File: src/rtl/rom_arbiter_if.sv
// Bundle of requester handshake and memory-port signals around rom_arbiter.
// slave is the arbiter's view; master is the surrounding requesters + memory.
interface rom_arbiter_if #(
    parameter int unsigned ATW   = 5,
    parameter int unsigned DATAW = 32
);
    logic [1:0]         req_valid;
    logic [1:0]         req_op;
    logic [2*ATW-1:0]   req_addr;
    logic [2*DATAW-1:0] req_wdata;
    logic [1:0]         req_ready;
    logic [1:0]         rsp_valid;
    logic [DATAW-1:0]   rsp_rdata;
    logic               busy;
    logic               mem_cs;
    logic               mem_op;
    logic [ATW-1:0]     mem_address;
    logic [DATAW-1:0]   mem_wdata;
    logic [DATAW-1:0]   mem_rdata;

    modport slave (
        input  req_valid, req_op, req_addr, req_wdata, mem_rdata,
        output req_ready, rsp_valid, rsp_rdata, busy,
               mem_cs, mem_op, mem_address, mem_wdata
    );

    modport master (
        output req_valid, req_op, req_addr, req_wdata, mem_rdata,
        input  req_ready, rsp_valid, rsp_rdata, busy,
               mem_cs, mem_op, mem_address, mem_wdata
    );
endinterface

File: src/rtl/rom_arbiter.sv
// Two-requester arbiter/sequencer for a single-port registered-read memory.
// Define ROM_ARB_RR_EN for round-robin contention; default is fixed priority (requester 0).
module rom_arbiter #(
    parameter int unsigned ATW   = 5,
    parameter int unsigned DATAW = 32
) (
    input logic          mem_clk,
    input logic          mem_rst,
    rom_arbiter_if.slave bus
);
    typedef enum logic [1:0] {StIdle, StIssue, StResp} state_e;

    state_e             state_q, state_d;
    logic               grant_q, grant_d;
    logic               op_q, op_d;
    logic [1:0]         req_ready_q, req_ready_d;
    logic [1:0]         rsp_valid_q, rsp_valid_d;
    logic               busy_q, busy_d;
    logic               mem_cs_q, mem_cs_d;
    logic               mem_op_q, mem_op_d;
    logic [ATW-1:0]     mem_address_q, mem_address_d;
    logic [DATAW-1:0]   mem_wdata_q, mem_wdata_d;
    logic [DATAW-1:0]   rdata_hold_q, rdata_hold_d;
    logic [DATAW-1:0]   resp_data;
    logic               win;

`ifdef ROM_ARB_RR_EN
    logic ptr_q, ptr_d;

    // On contention the requester that did not win last time goes first.
    always_comb begin
        if (&bus.req_valid) win = ~ptr_q;
        else                win = ~bus.req_valid[0];
    end
`else
    always_comb win = ~bus.req_valid[0];
`endif

    // Memory data is already registered, so it is forwarded straight through in RESP.
    assign resp_data = op_q ? '0 : bus.mem_rdata;

    always_comb begin
        state_d       = state_q;
        grant_d       = grant_q;
        op_d          = op_q;
        req_ready_d   = 2'b00;
        rsp_valid_d   = 2'b00;
        busy_d        = 1'b0;
        mem_cs_d      = 1'b0;
        mem_op_d      = 1'b0;
        mem_address_d = '0;
        mem_wdata_d   = '0;
        rdata_hold_d  = rdata_hold_q;
`ifdef ROM_ARB_RR_EN
        ptr_d         = ptr_q;
`endif
        unique case (state_q)
            StIdle: begin
                if (|bus.req_valid) begin
                    state_d       = StIssue;
                    grant_d       = win;
                    op_d          = bus.req_op[win];
                    req_ready_d   = win ? 2'b10 : 2'b01;
                    busy_d        = 1'b1;
                    mem_cs_d      = 1'b1;
                    mem_op_d      = bus.req_op[win];
                    mem_address_d = win ? bus.req_addr[2*ATW-1:ATW] : bus.req_addr[ATW-1:0];
                    mem_wdata_d   = win ? bus.req_wdata[2*DATAW-1:DATAW]
                                        : bus.req_wdata[DATAW-1:0];
`ifdef ROM_ARB_RR_EN
                    ptr_d         = win;
`endif
                end
            end
            StIssue: begin
                state_d     = StResp;
                rsp_valid_d = grant_q ? 2'b10 : 2'b01;
                busy_d      = 1'b1;
            end
            StResp: begin
                state_d      = StIdle;
                rdata_hold_d = resp_data;
            end
            default: state_d = StIdle;
        endcase
    end

    always_ff @(posedge mem_clk) begin
        if (mem_rst) begin
            state_q       <= StIdle;
            grant_q       <= 1'b0;
            op_q          <= 1'b0;
            req_ready_q   <= 2'b00;
            rsp_valid_q   <= 2'b00;
            busy_q        <= 1'b0;
            mem_cs_q      <= 1'b0;
            mem_op_q      <= 1'b0;
            mem_address_q <= '0;
            mem_wdata_q   <= '0;
            rdata_hold_q  <= '0;
`ifdef ROM_ARB_RR_EN
            ptr_q         <= 1'b1;
`endif
        end else begin
            state_q       <= state_d;
            grant_q       <= grant_d;
            op_q          <= op_d;
            req_ready_q   <= req_ready_d;
            rsp_valid_q   <= rsp_valid_d;
            busy_q        <= busy_d;
            mem_cs_q      <= mem_cs_d;
            mem_op_q      <= mem_op_d;
            mem_address_q <= mem_address_d;
            mem_wdata_q   <= mem_wdata_d;
            rdata_hold_q  <= rdata_hold_d;
`ifdef ROM_ARB_RR_EN
            ptr_q         <= ptr_d;
`endif
        end
    end

    assign bus.req_ready   = req_ready_q;
    assign bus.rsp_valid   = rsp_valid_q;
    assign bus.rsp_rdata   = (state_q == StResp) ? resp_data : rdata_hold_q;
    assign bus.busy        = busy_q;
    assign bus.mem_cs      = mem_cs_q;
    assign bus.mem_op      = mem_op_q;
    assign bus.mem_address = mem_address_q;
    assign bus.mem_wdata   = mem_wdata_q;
endmodule

File: src/flat_wrapper.sv
// flat-port wrapper written by rule: the top's interface ports become plain ports
module rom_arbiter_flat 
#(
    parameter int unsigned ATW   = 5,
    parameter int unsigned DATAW = 32
)
  (mem_clk, mem_rst, bus_req_valid, bus_req_op, bus_req_addr, bus_req_wdata, bus_mem_rdata, bus_req_ready, bus_rsp_valid, bus_rsp_rdata, bus_busy, bus_mem_cs, bus_mem_op, bus_mem_address, bus_mem_wdata);
  rom_arbiter_if #(.ATW(ATW), .DATAW(DATAW)) bus_i ();
  input logic mem_clk;
  input logic mem_rst;
  input wire logic [$bits(bus_i.req_valid)-1:0] bus_req_valid;
  input wire logic [$bits(bus_i.req_op)-1:0] bus_req_op;
  input wire logic [$bits(bus_i.req_addr)-1:0] bus_req_addr;
  input wire logic [$bits(bus_i.req_wdata)-1:0] bus_req_wdata;
  input wire logic [$bits(bus_i.mem_rdata)-1:0] bus_mem_rdata;
  output wire logic [$bits(bus_i.req_ready)-1:0] bus_req_ready;
  output wire logic [$bits(bus_i.rsp_valid)-1:0] bus_rsp_valid;
  output wire logic [$bits(bus_i.rsp_rdata)-1:0] bus_rsp_rdata;
  output wire logic [$bits(bus_i.busy)-1:0] bus_busy;
  output wire logic [$bits(bus_i.mem_cs)-1:0] bus_mem_cs;
  output wire logic [$bits(bus_i.mem_op)-1:0] bus_mem_op;
  output wire logic [$bits(bus_i.mem_address)-1:0] bus_mem_address;
  output wire logic [$bits(bus_i.mem_wdata)-1:0] bus_mem_wdata;
  assign bus_i.req_valid = bus_req_valid;
  assign bus_i.req_op = bus_req_op;
  assign bus_i.req_addr = bus_req_addr;
  assign bus_i.req_wdata = bus_req_wdata;
  assign bus_i.mem_rdata = bus_mem_rdata;
  assign bus_req_ready = bus_i.req_ready;
  assign bus_rsp_valid = bus_i.rsp_valid;
  assign bus_rsp_rdata = bus_i.rsp_rdata;
  assign bus_busy = bus_i.busy;
  assign bus_mem_cs = bus_i.mem_cs;
  assign bus_mem_op = bus_i.mem_op;
  assign bus_mem_address = bus_i.mem_address;
  assign bus_mem_wdata = bus_i.mem_wdata;
  rom_arbiter #(.ATW(ATW), .DATAW(DATAW)) u_core (.mem_clk(mem_clk), .mem_rst(mem_rst), .bus(bus_i));
endmodule
File: config.mk
export PLATFORM = sky130hd
export DESIGN_NAME = rom_arbiter_flat
export DESIGN_NICKNAME = d
export VERILOG_FILES = /design/src/rtl/rom_arbiter_if.sv /design/src/rtl/rom_arbiter.sv /design/src/flat_wrapper.sv
export SDC_FILE = /design/constraint.sdc
export NUM_CORES = 1
export LEC_CHECK = 0
export CORE_ASPECT_RATIO = 0.7
export CORE_MARGIN = 2
export CORE_UTILIZATION = 37
export DETAILED_ROUTE_END_ITERATION = 6
export PLACE_DENSITY = 0.85
export SETUP_SLACK_MARGIN = 0.1
export SYNTH_ARGS = -nofsm -noshare
export SYNTH_HDL_FRONTEND = slang
export SYNTH_SLANG_ARGS = --single-unit
export TNS_END_PERCENT = 20
File: constraint.sdc
create_clock -name mem_clk -period 1.8 [get_ports mem_clk]
set_input_delay 0.36 -clock mem_clk [delete_from_list [all_inputs] [get_ports mem_clk]]
set_output_delay 0.36 -clock mem_clk [all_outputs]
set_load 0.03 [all_outputs]
* After elaboration in Yosys (flattened, before gate mapping)
Index checks and enable logic that the tools add are counted.
** Cells by class
- $add $sub $neg :: 0
- $mul :: 0
- Divide/modulo/power cells :: 0
- Magnitude comparators :: 1
- Equality and inequality tests :: 3
- Shift-type cells :: 0
- Multiplexer cells :: 12
- Bitwise logic cells :: 4
- Reduce and logical (&&, ||, !) cells :: 6
** Operators with widths (number)
- two-way mux 32 bit :: 3
- two-way mux 2 bit :: 3
- OR reduction 2 bit :: 3
- two-way mux 5 bit :: 1
- NOT 1 bit :: 4
- one-hot mux 2 bit (2 select lines) :: 1
- two-way mux 1 bit :: 3
- OR reduction 3 bit :: 1
- == test 2 x 1 -> 1 bit (second input constant) :: 1
- == test 2 bit (second input constant) :: 1
- logical NOT 2 bit :: 1
- < comparator 1 x 2 -> 1 bit (second input constant) :: 1
- inequality test 2 x 1 -> 1 bit (second input constant) :: 1
- one-hot mux 1 bit (2 select lines) :: 1
- AND reduction 2 bit :: 1
** Storage, ports and cells
- Register bits :: 80
- Bits in latches :: 0
- Bits in writable memories :: 0
- ROM bits :: 0
- Input bits :: 112
- Output and inout bits :: 76
- Logic and storage cells :: 37
- Memories kept :: 0

* Logic depth before layout (Yosys ltp)
- Depth in word-level cells :: 3
- Depth in mapped cells :: 6

* Worst setup path after synthesis
OpenSTA, ideal clock, no wires.
- Path type :: flip-flop to output port
- Start point :: register u_core.state_q[0]
- End point :: output bus_rsp_rdata[10]
- Data arrival time :: 1345 ps
- Required time :: 1440 ps
- Setup slack :: 95 ps
- Cell stages (with the launch flop) :: 6
- Buffers on the path :: 2
- Path through :: dfxtp_1 -> nand2b_1 -> buf_6 -> clkbuf_2 -> or3b_1 -> nand2_1
** Between the ends
- Longest elaborated chain between the ends :: 2
** RTL lines
- start: declaration :: line rom_arbiter.sv:13 : state_e state_q, state_d;
- start signal: assignment :: line rom_arbiter.sv:90 : state_q <= StIdle;
- start signal: assignment :: line rom_arbiter.sv:105 : state_q <= state_d;
- == test 2 bit :: line rom_arbiter.sv:124 : assign bus.rsp_rdata = (state_q == StResp) ? resp_data : rdata_hold_q;
- two-way mux 32 bit :: line rom_arbiter.sv:124
- end: declaration :: line flat_wrapper.sv:18 : output wire logic [$bits(bus_i.rsp_rdata)-1:0] bus_rsp_rdata;
No other way between the ends.

* Worst setup path in the final report
- Start point :: register u_core.state_q[0]
- End point :: output bus_rsp_rdata[6]
The elaborated chain is that of the path after synthesis.

==> results.yml <==
sta:
  finalSetupViolations: 32
  max_clock_freq_ghz: 0.520
  layout_worst_path_cycle_share_pct: 107
  post-route-min-period_ps: 1920
  layout_setup_ws_ps: -124
  timing.final.hold_violations: 0
  slew_viol_final: 0
  slew-limit-headroom_pct: 76.3
  grt_setup_unrepaired: "true"
  finalClockSkew_ps: 8.87
  max_slew.worst_pin.slew_ps: 356
drt:
  detail_route.wirelength_um: 8750
  dr.pass1.iters: 4
  ant_nets: 0
  via_count: 2926
  drc: 0
  vias_per_cell: 4.74
  drtIter0Drc: 130
  routedWlPerCell_um: 14.2
global_route:
  gr-max-usage-layer: "met2"
  grtUsageMet2_pct: 33.5
  grt_pass1_wl_um: 13300
  grt_use_met3_pct: 6.23
  grt_antenna_before_repair: 0
  use_met1_pct: 21.3
  congestion_overflow_gr: 0
  all_layer_global_routing_usage_pct: 18.6
  grt_pass1_vias: 2845
  maximum_number_of_pins_on_one_net_before_global_route_repair: 41
die:
  floorplan.io_pins: 188
  dieWidth_um: 113
  floorplan.die.height_um: 80.0
  initial_util_pct: 38.4
  core_area_sq_um: 7940
  die_area_sq_um: 8990
  rows: 27
pwr:
  power.static_leakage_nw: 2.72
  power-per-cell-area_nw_per_um2: 835
  peakVddDrop_v: 0.000651
critical_path:
  worst_r2r_startpoint: "u_core.state_q[1]$_SDFFE_PP0P_"
  worstSetupEndpointType: "output pin"
  critPathSlowestCell: "or3b_4"
  critPathRequiredTime_ps: 1440
  critical_path.endpoint: "bus_rsp_rdata[6]"
  worst-setup-path-type: "reg2out"
  ff2ff_setup_slack_ps: 280
  critical_path.startpoint: "u_core.state_q[0]$_SDFFE_PP0P_"
  cp.depth: 5
  critical_path.cell_chain: "nand2b_4, buf_12, or3b_4, nand2_2, buf_6"
  crit-reg2reg-capture: "u_core.bus.mem_wdata[22]$_SDFF_PP0_"
  critical_path_buf_inv_count: 2
  critical_path.top_delay_family: "simple AND/OR/NAND/NOR gates"
  cp_data_arrival_time_ps: 1560
  worst_r2r_path_depth: 4
  critPathLaunchType: "flip-flop"
  slowest_delay_ps: 400
  crit_path_max_fanout: 17
synth:
  syn-num-nets: 436
  synth.ff_latch_count: 80
  post_synth_instance_area_sq_um: 3050
  ys.warnings.count: 0
  synth.lib_cells_used.distinct: 20
  syn_inst: 324
  syn-mean-instance-area_sq_um: 9.41
  yosysSeqAreaShare_pct: 52.5
run_status:
  outcome: "complete, but fails checks"
  violations: "negative setup slack"
cells_and_area:
  final_net_count: 623
  final_cell_count_no_fill: 617
  post_synthesis_to_final_layout_area_growth_pct: 83.7
  final_layout_size_suffix_gt1_share_pct: 22.3
  antenna_cells_inserted: 0
  num-fill-cells: 614
clocking:
  cts_hold_buffers: 0
  cts.sinks: 80
  clock_tree.buffer_depth: 2
  tritoncts_clock_tree: "done"
  buffer_cell_driving_the_clock_tree_root: "clkbuf_16"
  cts-buffers-inserted: 9
  clk_slew_on_worst_s_h_paths_ps: 50
  worst_skew_pair.late_latency_ps: 320
  cts_max_level: 3
worst_hold_path:
  hold_path_class: "in2reg"
placed_design:
  dp_slack_ps: -84.1
  gp_congestion: 0.772
  detailed_place_hpwl_um: 6170
  dpl.cell_count: 597
  port_buffers: 187
flow_run:
  max-cap-violations: 0
==> routing by layer <==
layer	share of wire, %	wire [um]
met1	39	3410
met2	53	4650
met3	7.2	627
met4	0.64	56
met5	0	0
==> flip-flops by register name, summed over array words and instances, names as in the netlist <==
register / count
u_core.op_q: 1
u_core.bus.rsp_valid: 2
u_core.bus.req_ready: 2
u_core.bus.mem_op: 1
u_core.grant_q: 1
u_core.rdata_hold_q: 32
u_core.state_q: 2
u_core.bus.mem_cs: 1
u_core.bus.mem_address: 5
u_core.bus.mem_wdata: 32
u_core.bus.busy: 1
==> cell families (layout without fill, tap and decap cells) <==
| group | after synthesis | in the layout | synth area share [%] |
|---|---|---|---|
| AO/OA/AOI/OAI | 36 | 36 | 6.40 |
| flip-flops | 80 | 80 | 52.5 |
| AND/OR/NAND/NOR | 143 | 143 | 23.4 |
| buffers and inverters | 27 | 219 | 5.21 |
| multiplexers | 38 | 38 | 12.5 |
==> where the power goes <==
group	switching [mW]	internal, mW	leakage, nW
Combinational	0.497	0.554	1.92
Clock	0.659	1.07	0.143
Sequential	0.0263	1.87	0.654
==> worst min path at each step <==
stage	depth (start not counted)	to	from	slack, ps
2_1_floorplan	1	u_core.bus.rsp_valid[0]$_SDFF_PP0_	u_core.grant_q$_SDFFE_PP0P_	410
3_3_place_gp	1	u_core.bus.rsp_valid[0]$_SDFF_PP0_	u_core.grant_q$_SDFFE_PP0P_	450
3_5_place_dp	1	u_core.bus.rsp_valid[0]$_SDFF_PP0_	u_core.grant_q$_SDFFE_PP0P_	450
4_1_cts	2	u_core.grant_q$_SDFFE_PP0P_	bus_req_valid[0]	340
5_1_grt	2	u_core.grant_q$_SDFFE_PP0P_	bus_req_valid[0]	360
6_report	2	u_core.grant_q$_SDFFE_PP0P_	bus_req_valid[0]	350
==> cell usage in the layout, fill, tap and decap left out, drive strengths merged <==
cell type      instances
buf                   44
nor2b                  1
or3b                  32
o2bb2ai                2
clkinv                 4
a21oi                 32
and2                   2
o31a                   2
nand2                 64
clkdlybuf4s50        136
nand2b                 1
or4                    1
mux2i                 38
bufinv                 1
inv                    3
bufbuf                 2
clkbuf                11
dlymetal6s2s          18
nor2                  41
dfxtp                 80
and3                   1
==> cells in the mapped netlist <==
master	instances	area (sq um)
buf_2	3	15.0
and2_1	2	12.5
or3b_1	25	219
nand2_1	64	240
o31a_1	2	17.5
clkbuf_2	1	5.00
or3b_2	7	61.3
buf_1	4	15.0
nand2b_1	1	6.26
buf_6	7	78.8
mux2i_1	38	380
nor2_1	41	154
inv_1	3	11.3
and3_1	1	6.26
a21oi_1	32	160
clkbuf_1	9	33.8
o2bb2ai_1	2	17.5
nor2b_1	1	6.26
or4_1	1	7.51
dfxtp_1	80	1600
==> stage by stage <==
step / TNS (ps) / total power [mW] / hold WS [ps] / instance area, sq um / util (%)
6_report: -3020 / 4.68 / 345 / 5600 / 70.6
3_3_place_gp: -309 / 2.88 / 446 / 4930 / 62.1
4_1_cts: -3620 / 4.71 / 335 / 5490 / 69.1
2_1_floorplan: 0 / 2.41 / 407 / 3050 / -
3_5_place_dp: -1750 / 2.89 / 448 / 4930 / 62.1
5_1_grt: -4760 / 4.87 / 355 / 5600 / 70.6
==> final cells by class <==
type                       count  area, sq um  area share [%]
inverter                       3         11.3           0.201
clock inverter                 5         57.6            1.03
tap                          101          126            2.26
clock buffer                  11          233            4.15
timing repair buffer         200         2140            38.2
multi-input combinational    217         1430            25.6
sequential                    80         1600            28.6
==> what timing repair did <==
action                     CTS  global route
setup endpoints to repair   32            50
buffers inserted             2             0
gates resized for setup     59            45
gates cloned                 2             0
pin swaps                   34            15
Power figures use the tool's default switching activity.
